### src/rtl/memory_embedded_arbiter.sv
`default_nettype none
// ============================================================================
// Module   : memory_embedded_arbiter
// Function : Two-requester arbiter/sequencer in front of one single-port,
//            1-cycle-latency memory_embedded RAM, with bounded locked bursts.
// Option   : MEMORY_ARBITER_ROUND_ROBIN_EN -- round-robin IDLE contention
//            (undefined: port 0 wins IDLE contention).
// Revision : 1.0
// ============================================================================
module memory_embedded_arbiter #(
  parameter int N_ENTRIES = 1024,
  parameter int BW_DATA   = 32,
  parameter int BW_ADDR   = $clog2(N_ENTRIES),
  parameter int MAX_LOCK  = 16
) (
  input  logic               clock_i,
  input  logic               resetn_i,
  input  logic [1:0]         req_i,
  input  logic [1:0]         wren_i,
  input  logic [1:0]         lock_i,
  input  logic [BW_ADDR-1:0] addr0_i,
  input  logic [BW_ADDR-1:0] addr1_i,
  input  logic [BW_DATA-1:0] data0_i,
  input  logic [BW_DATA-1:0] data1_i,
  output logic [1:0]         ready_o,
  output logic [1:0]         rvalid_o,
  output logic [BW_DATA-1:0] rdata_o,
  output logic               mem_wren_o,
  output logic [BW_ADDR-1:0] mem_addr_o,
  output logic [BW_DATA-1:0] mem_data_o,
  input  logic [BW_DATA-1:0] mem_data_i
);

  localparam int                BW_CNT    = $clog2(MAX_LOCK + 1);
  localparam logic [BW_CNT-1:0] LOCK_LOAD = BW_CNT'(MAX_LOCK - 1);
  localparam logic [BW_CNT-1:0] CNT_ONE   = BW_CNT'(1);

  typedef enum logic [1:0] {
    IDLE = 2'd0,
    OWN0 = 2'd1,
    OWN1 = 2'd2
  } state_t;

  state_t            state_q, state_d;
  logic [BW_CNT-1:0] lock_cnt_q, lock_cnt_d;
  logic [1:0]        rvalid_q, rvalid_d;
  logic [1:0]        grant;
  logic              prefer_port1;

`ifdef MEMORY_ARBITER_ROUND_ROBIN_EN
  logic rr_q, rr_d;
  assign prefer_port1 = rr_q;
`else
  assign prefer_port1 = 1'b0;
`endif

  // Grant is gated by the raw reset so nothing reaches the RAM while in reset.
  always_comb begin
    grant = 2'b00;
    if (resetn_i) begin
      case (state_q)
        IDLE: begin
          if (req_i == 2'b11) grant = prefer_port1 ? 2'b10 : 2'b01;
          else                grant = req_i;
        end
        OWN0:    grant = {1'b0, req_i[0]};
        OWN1:    grant = {req_i[1], 1'b0};
        default: grant = 2'b00;
      endcase
    end
  end

  assign ready_o  = req_i & grant;
  assign rvalid_o = rvalid_q;
  assign rdata_o  = mem_data_i;

  always_comb begin
    mem_wren_o = 1'b0;
    mem_addr_o = '0;
    mem_data_o = '0;
    if (grant[0]) begin
      mem_wren_o = wren_i[0];
      mem_addr_o = addr0_i;
      mem_data_o = data0_i;
    end else if (grant[1]) begin
      mem_wren_o = wren_i[1];
      mem_addr_o = addr1_i;
      mem_data_o = data1_i;
    end
  end

  always_comb begin
    state_d    = state_q;
    lock_cnt_d = lock_cnt_q;
    rvalid_d   = grant & ~wren_i;
`ifdef MEMORY_ARBITER_ROUND_ROBIN_EN
    rr_d       = rr_q;
`endif
    case (state_q)
      IDLE: begin
        if (grant[0]) begin
`ifdef MEMORY_ARBITER_ROUND_ROBIN_EN
          rr_d = 1'b1;
`endif
          if (lock_i[0]) begin
            state_d    = OWN0;
            lock_cnt_d = LOCK_LOAD;
          end
        end else if (grant[1]) begin
`ifdef MEMORY_ARBITER_ROUND_ROBIN_EN
          rr_d = 1'b0;
`endif
          if (lock_i[1]) begin
            state_d    = OWN1;
            lock_cnt_d = LOCK_LOAD;
          end
        end
      end
      // Owner keeps the RAM until it drops lock or the cycle budget runs out.
      OWN0: begin
        if (!lock_i[0] || (lock_cnt_q == '0)) begin
          state_d    = IDLE;
          lock_cnt_d = '0;
`ifdef MEMORY_ARBITER_ROUND_ROBIN_EN
          rr_d       = 1'b1;
`endif
        end else begin
          lock_cnt_d = lock_cnt_q - CNT_ONE;
        end
      end
      OWN1: begin
        if (!lock_i[1] || (lock_cnt_q == '0)) begin
          state_d    = IDLE;
          lock_cnt_d = '0;
`ifdef MEMORY_ARBITER_ROUND_ROBIN_EN
          rr_d       = 1'b0;
`endif
        end else begin
          lock_cnt_d = lock_cnt_q - CNT_ONE;
        end
      end
      default: begin
        state_d    = IDLE;
        lock_cnt_d = '0;
      end
    endcase
  end

  always_ff @(posedge clock_i or negedge resetn_i) begin
    if (!resetn_i) begin
      state_q    <= IDLE;
      lock_cnt_q <= '0;
      rvalid_q   <= 2'b00;
`ifdef MEMORY_ARBITER_ROUND_ROBIN_EN
      rr_q       <= 1'b0;
`endif
    end else begin
      state_q    <= state_d;
      lock_cnt_q <= lock_cnt_d;
      rvalid_q   <= rvalid_d;
`ifdef MEMORY_ARBITER_ROUND_ROBIN_EN
      rr_q       <= rr_d;
`endif
    end
  end

endmodule
`default_nettype wire

### config.mk
export PLATFORM = sky130hd
export DESIGN_NAME = memory_embedded_arbiter
export DESIGN_NICKNAME = d
export VERILOG_FILES = /design/src/rtl/memory_embedded_arbiter.sv
export SDC_FILE = /design/constraint.sdc
export NUM_CORES = 1
export LEC_CHECK = 0
export BUFFER_PORTS_ARGS = -buffer_cell sky130_fd_sc_hd__buf_2
export CAP_MARGIN = 20
export CORE_AREA = 2 2 79 81
export DETAILED_ROUTE_END_ITERATION = 16
export DIE_AREA = 0 0 81 83
export PLACE_DENSITY = 0.73
export SYNTH_ARGS = -nofsm -noshare
export SYNTH_HDL_FRONTEND = slang
export SYNTH_SLANG_ARGS = --single-unit
### constraint.sdc
create_clock -name clock_i -period 2.3 [get_ports clock_i]
set_clock_uncertainty 0.05 [all_clocks]
set_input_delay 0.345 -clock clock_i [delete_from_list [all_inputs] [get_ports clock_i]]
set_output_delay 0.345 -clock clock_i [all_outputs]
set_load 0.01 [all_outputs]
## After elaboration in Yosys (flattened, before gate mapping)

Index checks and enable logic that the tools add are counted.

| cells by class | value |
|---|---|
| reductions and logical operators | 8 |
| eq/ne operators | 8 |
| mux-type cells | 23 |
| add/subtract/negate cells | 1 |
| bitwise operators | 3 |

Operators with widths:

| kind | number |
|---|---|
| $mux W32 | 2 |
| $mux W5 | 6 |
| $mux W10 | 2 |
| $mux W2 | 8 |
| $pmux W5 S3 | 1 |
| $pmux W2 S3 | 2 |
| $ne A3 B3 Y1 const B | 3 |
| $logic_not A5 Y1 | 1 |
| $reduce_and A5 Y1 | 1 |
| $sub A5 B1 Y5 const B | 1 |
| $and A2 B2 Y2 | 2 |
| $eq A2 B2 Y1 const B | 2 |
| $ne A2 B2 Y1 const B | 2 |
| $reduce_and A3 Y1 | 1 |
| $eq A2 B1 Y1 const B | 1 |
| $logic_not A1 Y1 | 2 |
| $logic_not A2 Y1 | 1 |
| $logic_or A1 B1 Y1 | 2 |
| $mux W1 | 2 |
| $not A2 Y2 | 1 |

| storage, ports and cells | value |
|---|---|
| bits in registers | 9 |
| input port bits | 124 |
| output and inout bits | 79 |

## Longest topological paths before layout

| depth | value |
|---|---|
| depth after elaboration | 7 |
| depth in mapped cells | 6 |

## Worst setup path after synthesis

OpenSTA, ideal clock, no wires.

| timing path | value |
|---|---|
| path kind | register to output |
| start point | register state_q[1] |
| end point | output port mem_addr_o[0] |
| stages on the path, launching flop included | 6 |
| arrival | 1.169 ns |
| setup slack | 0.736 ns |
| path buffers | 1 |
| data required time | 1.905 ns |
| cell sequence | dfrtp_1 > nand2b_1 > nand3_2 > nor2_4 > buf_6 > a22o_1 |

| between the ends | value |
|---|---|
| word-level cells in the longest chain between the ends | 5 |
| elaborated cells between the ends (all ways) | 7 |
| those cells by class | eq/ne: 2; mux: 4; reduce/logical: 1 |

RTL lines:

| element | RTL line | text |
|---|---|---|
| start: declaration | 44 | `state_t state_q, state_d;` |
| start signal: assignment | 158 | `state_q <= state_d;` |
| $eq A2 B2 Y1, or another cell as far along | 61 | `case (state_q)` |
| $pmux W2 S3 * | 61 |  |
| $mux W2 * | 60 | `if (resetn_i) begin` |
| $mux W10 | 85 | `end else if (grant[1]) begin` |
| $mux W10 * | 81 | `if (grant[0]) begin` |
| end: declaration | 29 | `output logic [BW_ADDR-1:0] mem_addr_o,` |

Every way passes the cells marked *; elsewhere a longest branch is shown, timed or not.

## Worst setup path after layout

| timing path | value |
|---|---|
| start point | register state_q[1] |
| end point | output port mem_data_o[31] |

| between the ends | value |
|---|---|
| word-level cells in the longest chain between the ends | 5 |
| elaborated cells between the ends (all ways) | 7 |
| those cells by class | eq/ne: 2; mux: 4; reduce/logical: 1 |

RTL lines:

| element | RTL line | text |
|---|---|---|
| $eq A2 B2 Y1, or another cell as far along | 61 |  |
| $pmux W2 S3 * | 61 |  |
| $mux W2 * | 60 |  |
| $mux W32 | 85 |  |
| $mux W32 * | 81 |  |
| end: declaration | 30 | `output logic [BW_DATA-1:0] mem_data_o,` |

Marked as above.

==> run metrics <==
status=complete, no violations; clk_lat worst skew=approximately 230 ps; vias per cell=4.58; initial antenna violation count=0; Post-synth EDFFs=0; Synth async-reset ratio=1.00; max-slew violation count=0; Rows=28; Crit path largest cell delay=between 400 and 500 ps; Lkg Pwr=1.04 nW; Core ar.=between 5000 and 6000 µm²; Worst R2R Setup Slack=~660 ps; max_slew headroom=0.731; port bufs=roughly 140; CP cell instances=nand2b_1 -> nand3_2 -> nor2_4 -> buf_4 -> a22o_1 -> buf_2; Worst EP arrival=around 1700 ps; post-DP HPWL=3600 µm; DR pass1 iterations=4; Yosys cell types=30; dpl cells=~310; top cell type's share of synthesized area=0.312; Setup CP Type=register to output port; Final Hold Viols=0; Synth area leader=a22o_1; # clock sinks=9; commonest register cell after synthesis=dfrtp_1; Ports=about 200; mean cell area of the mapped netlist=between 9 and 10 µm²; hold_buf cts=1; CTS HTree Levels=1; CTS tree=built; Starting DRT DRC Count=a little under 80; crit path max fanout=30; startpoint types=register; DIE WIDTH=81 µm; fmax=about 470 MHz; GPL Wtd Cong=slightly above 0.8; Worst path top cell family by delay=flip-flops; drt drc=0; Hold EP=rvalid_o[0]; Hold Path Origin=wren_i[0]; Root Driver=clkbuf_8; CTS buffer count=3; Yosys Warn Count=0; max-cap viol count=0; Reg clk slew, reported paths=~40 ps; R2R Path Start=lock_cnt_q[0]; Hold Path Stages=2; hold crit path type=input port to register; Final setup viols=0; post-route insts no fill=313; Max IR drop VDD=0.200 mV; DRT Wirelength=4320 µm; Total Nets Final=between 300 and 400; post-synthesis sequential area ratio=0.186; most frequent cells after synthesis=43 x a22o_1, 32 x buf_4, 9 x dfrtp_1; DR WL/cell=13.8 µm; PD cells=around 520 nW/µm²; RSZ-0062 raised after global routing=no; via count=~1.4k; Worst-Margin Slew=roughly 400 ps; capturing point of the worst reg2reg path=lock_cnt_q[2]; Fill cells=622; Post-Syn Nets=around 260; vias in the first global route=roughly 1.3k; period utilization=0.930; Buffers & Inverters on Critical Path=2; worst reg2reg path depth=6; Post-CTS Setup Bufs=0; register bit total from synthesis=9; Starting Density=0.208; largest net degree at the start of global routing=31; final worst path period need=around 2100 ps; Total GRT Usage=0.119; CP max stage cell=dfrtp_1; dominant cells by area after synthesis=a22o_1 31%, buf_4 20%, dfrtp_1 19%, buf_6 4.7%, o21ai_0 2.5%; CTS resizes=0; setup TNS=0 ps; Die ar.=around 6700 µm²; Routed Antenna Nets=0; Final Cell Area=between 1500 and 2000 µm²; Netlist Area Pre-Place=roughly 1200 µm²; # diodes=0; buffer depth of the longest clock path=2; crit path capture type=output port; DP Area=around 1700 µm²; Syn Inst Count=approximately 130; share of post-route cells with drive strength above 1=0.647; layout overhead on the synthesized area=46.2%; Die Ht=approximately 83 µm; global route overflow=0; Worst EP required=1900 ps; first-pass GRT wire length=6320 µm; top-count cell post-synth=a22o_1
cell families (layout without fill, tap and decap cells):
| logic type | count (synthesis) | after routing | synth area share |
|---|---|---|---|
| AOI/OAI and AO/OA | 57 | 57 | 0.417 |
| adders and majority gates | 1 | 1 | 0.0104 |
| buffers and inverters | 44 | 150 | 0.271 |
| DFF | 9 | 9 | 0.186 |
| muxes | 1 | 1 | 0.00932 |
| and+or+nand+nor | 20 | 20 | 0.106 |
how the worst max path moves through the flow:
stage                     from        endpoint  cells past startpoint
floorplan           state_q[1]   mem_addr_o[0]                      5
global placement      resetn_i  mem_data_o[31]                      6
detailed placement    resetn_i  mem_data_o[18]                      6
CTS                 state_q[1]  mem_data_o[31]                      6
global route        state_q[1]   mem_data_o[6]                      6
finish              state_q[1]  mem_data_o[31]                      6
through the flow:
step / util / setup slack, ps / total power (W) / hold WS (ps)
final: 0.304 / 161 / 0.000919 / 252
after global routing: 0.304 / 70.3 / 0.000990 / 251
after CTS: 0.304 / 156 / 0.000927 / 252
after detailed placement: 0.294 / 367 / 0.000740 / 176
after global placement: 0.294 / 404 / 0.000722 / 169
after floorplan: - / 736 / 0.000595 / -0.591
cell usage in the layout (no fill, tap or decap), types with 2 or more instances in the layout:
master and n:
nand2b_1 2, nor2_1 4, buf_4 4, o21ai_0 6
a22o_1 43, buf_2 138, nor2_4 2, clkbuf_8 3
inv_1 3, dfrtp_1 9, nor3_1 3, nand2_1 2
routing by layer:
layer	vias to the layer above	global-route usage	wire, µm
met4	0	0.0431	47
met3	11	0.0261	515
met5	-	0	0
met1	626	0.125	1540
li1	684	-	-
met2	111	0.225	2220
state kept, by name, summed over array words and instances, names as in the netlist:
| register | count |
|---|---|
| rvalid_o | 2 |
| state_q | 2 |
| lock_cnt_q | 5 |
report_power, final:
part | switching, W | internal (W)
sequential | 0.0000476 | 0.000201
combinational | 0.000241 | 0.000246
clock | 0.0000626 | 0.000121
total | 0.000351 | 0.000568
worst reg2reg max path, cell delays in order (launching register included):
cell and delay (ps):
dfrtp_1 410, inv_1 70, ha_1 160, nand2b_1 140, o32ai_4 340, o2bb2a_4 160
a21bo_1 190
layout make-up:
type                       count  area (µm²)  share of cell area
tap                           75        93.8              0.0531
inverter                       3        11.3             0.00637
clock buffer                   4        45.0              0.0255
sequential                     9         225               0.127
multi-input combinational     79         661               0.374
timing repair buffer         143         731               0.414
No activity file was read; power rests on OpenSTA's default activity.
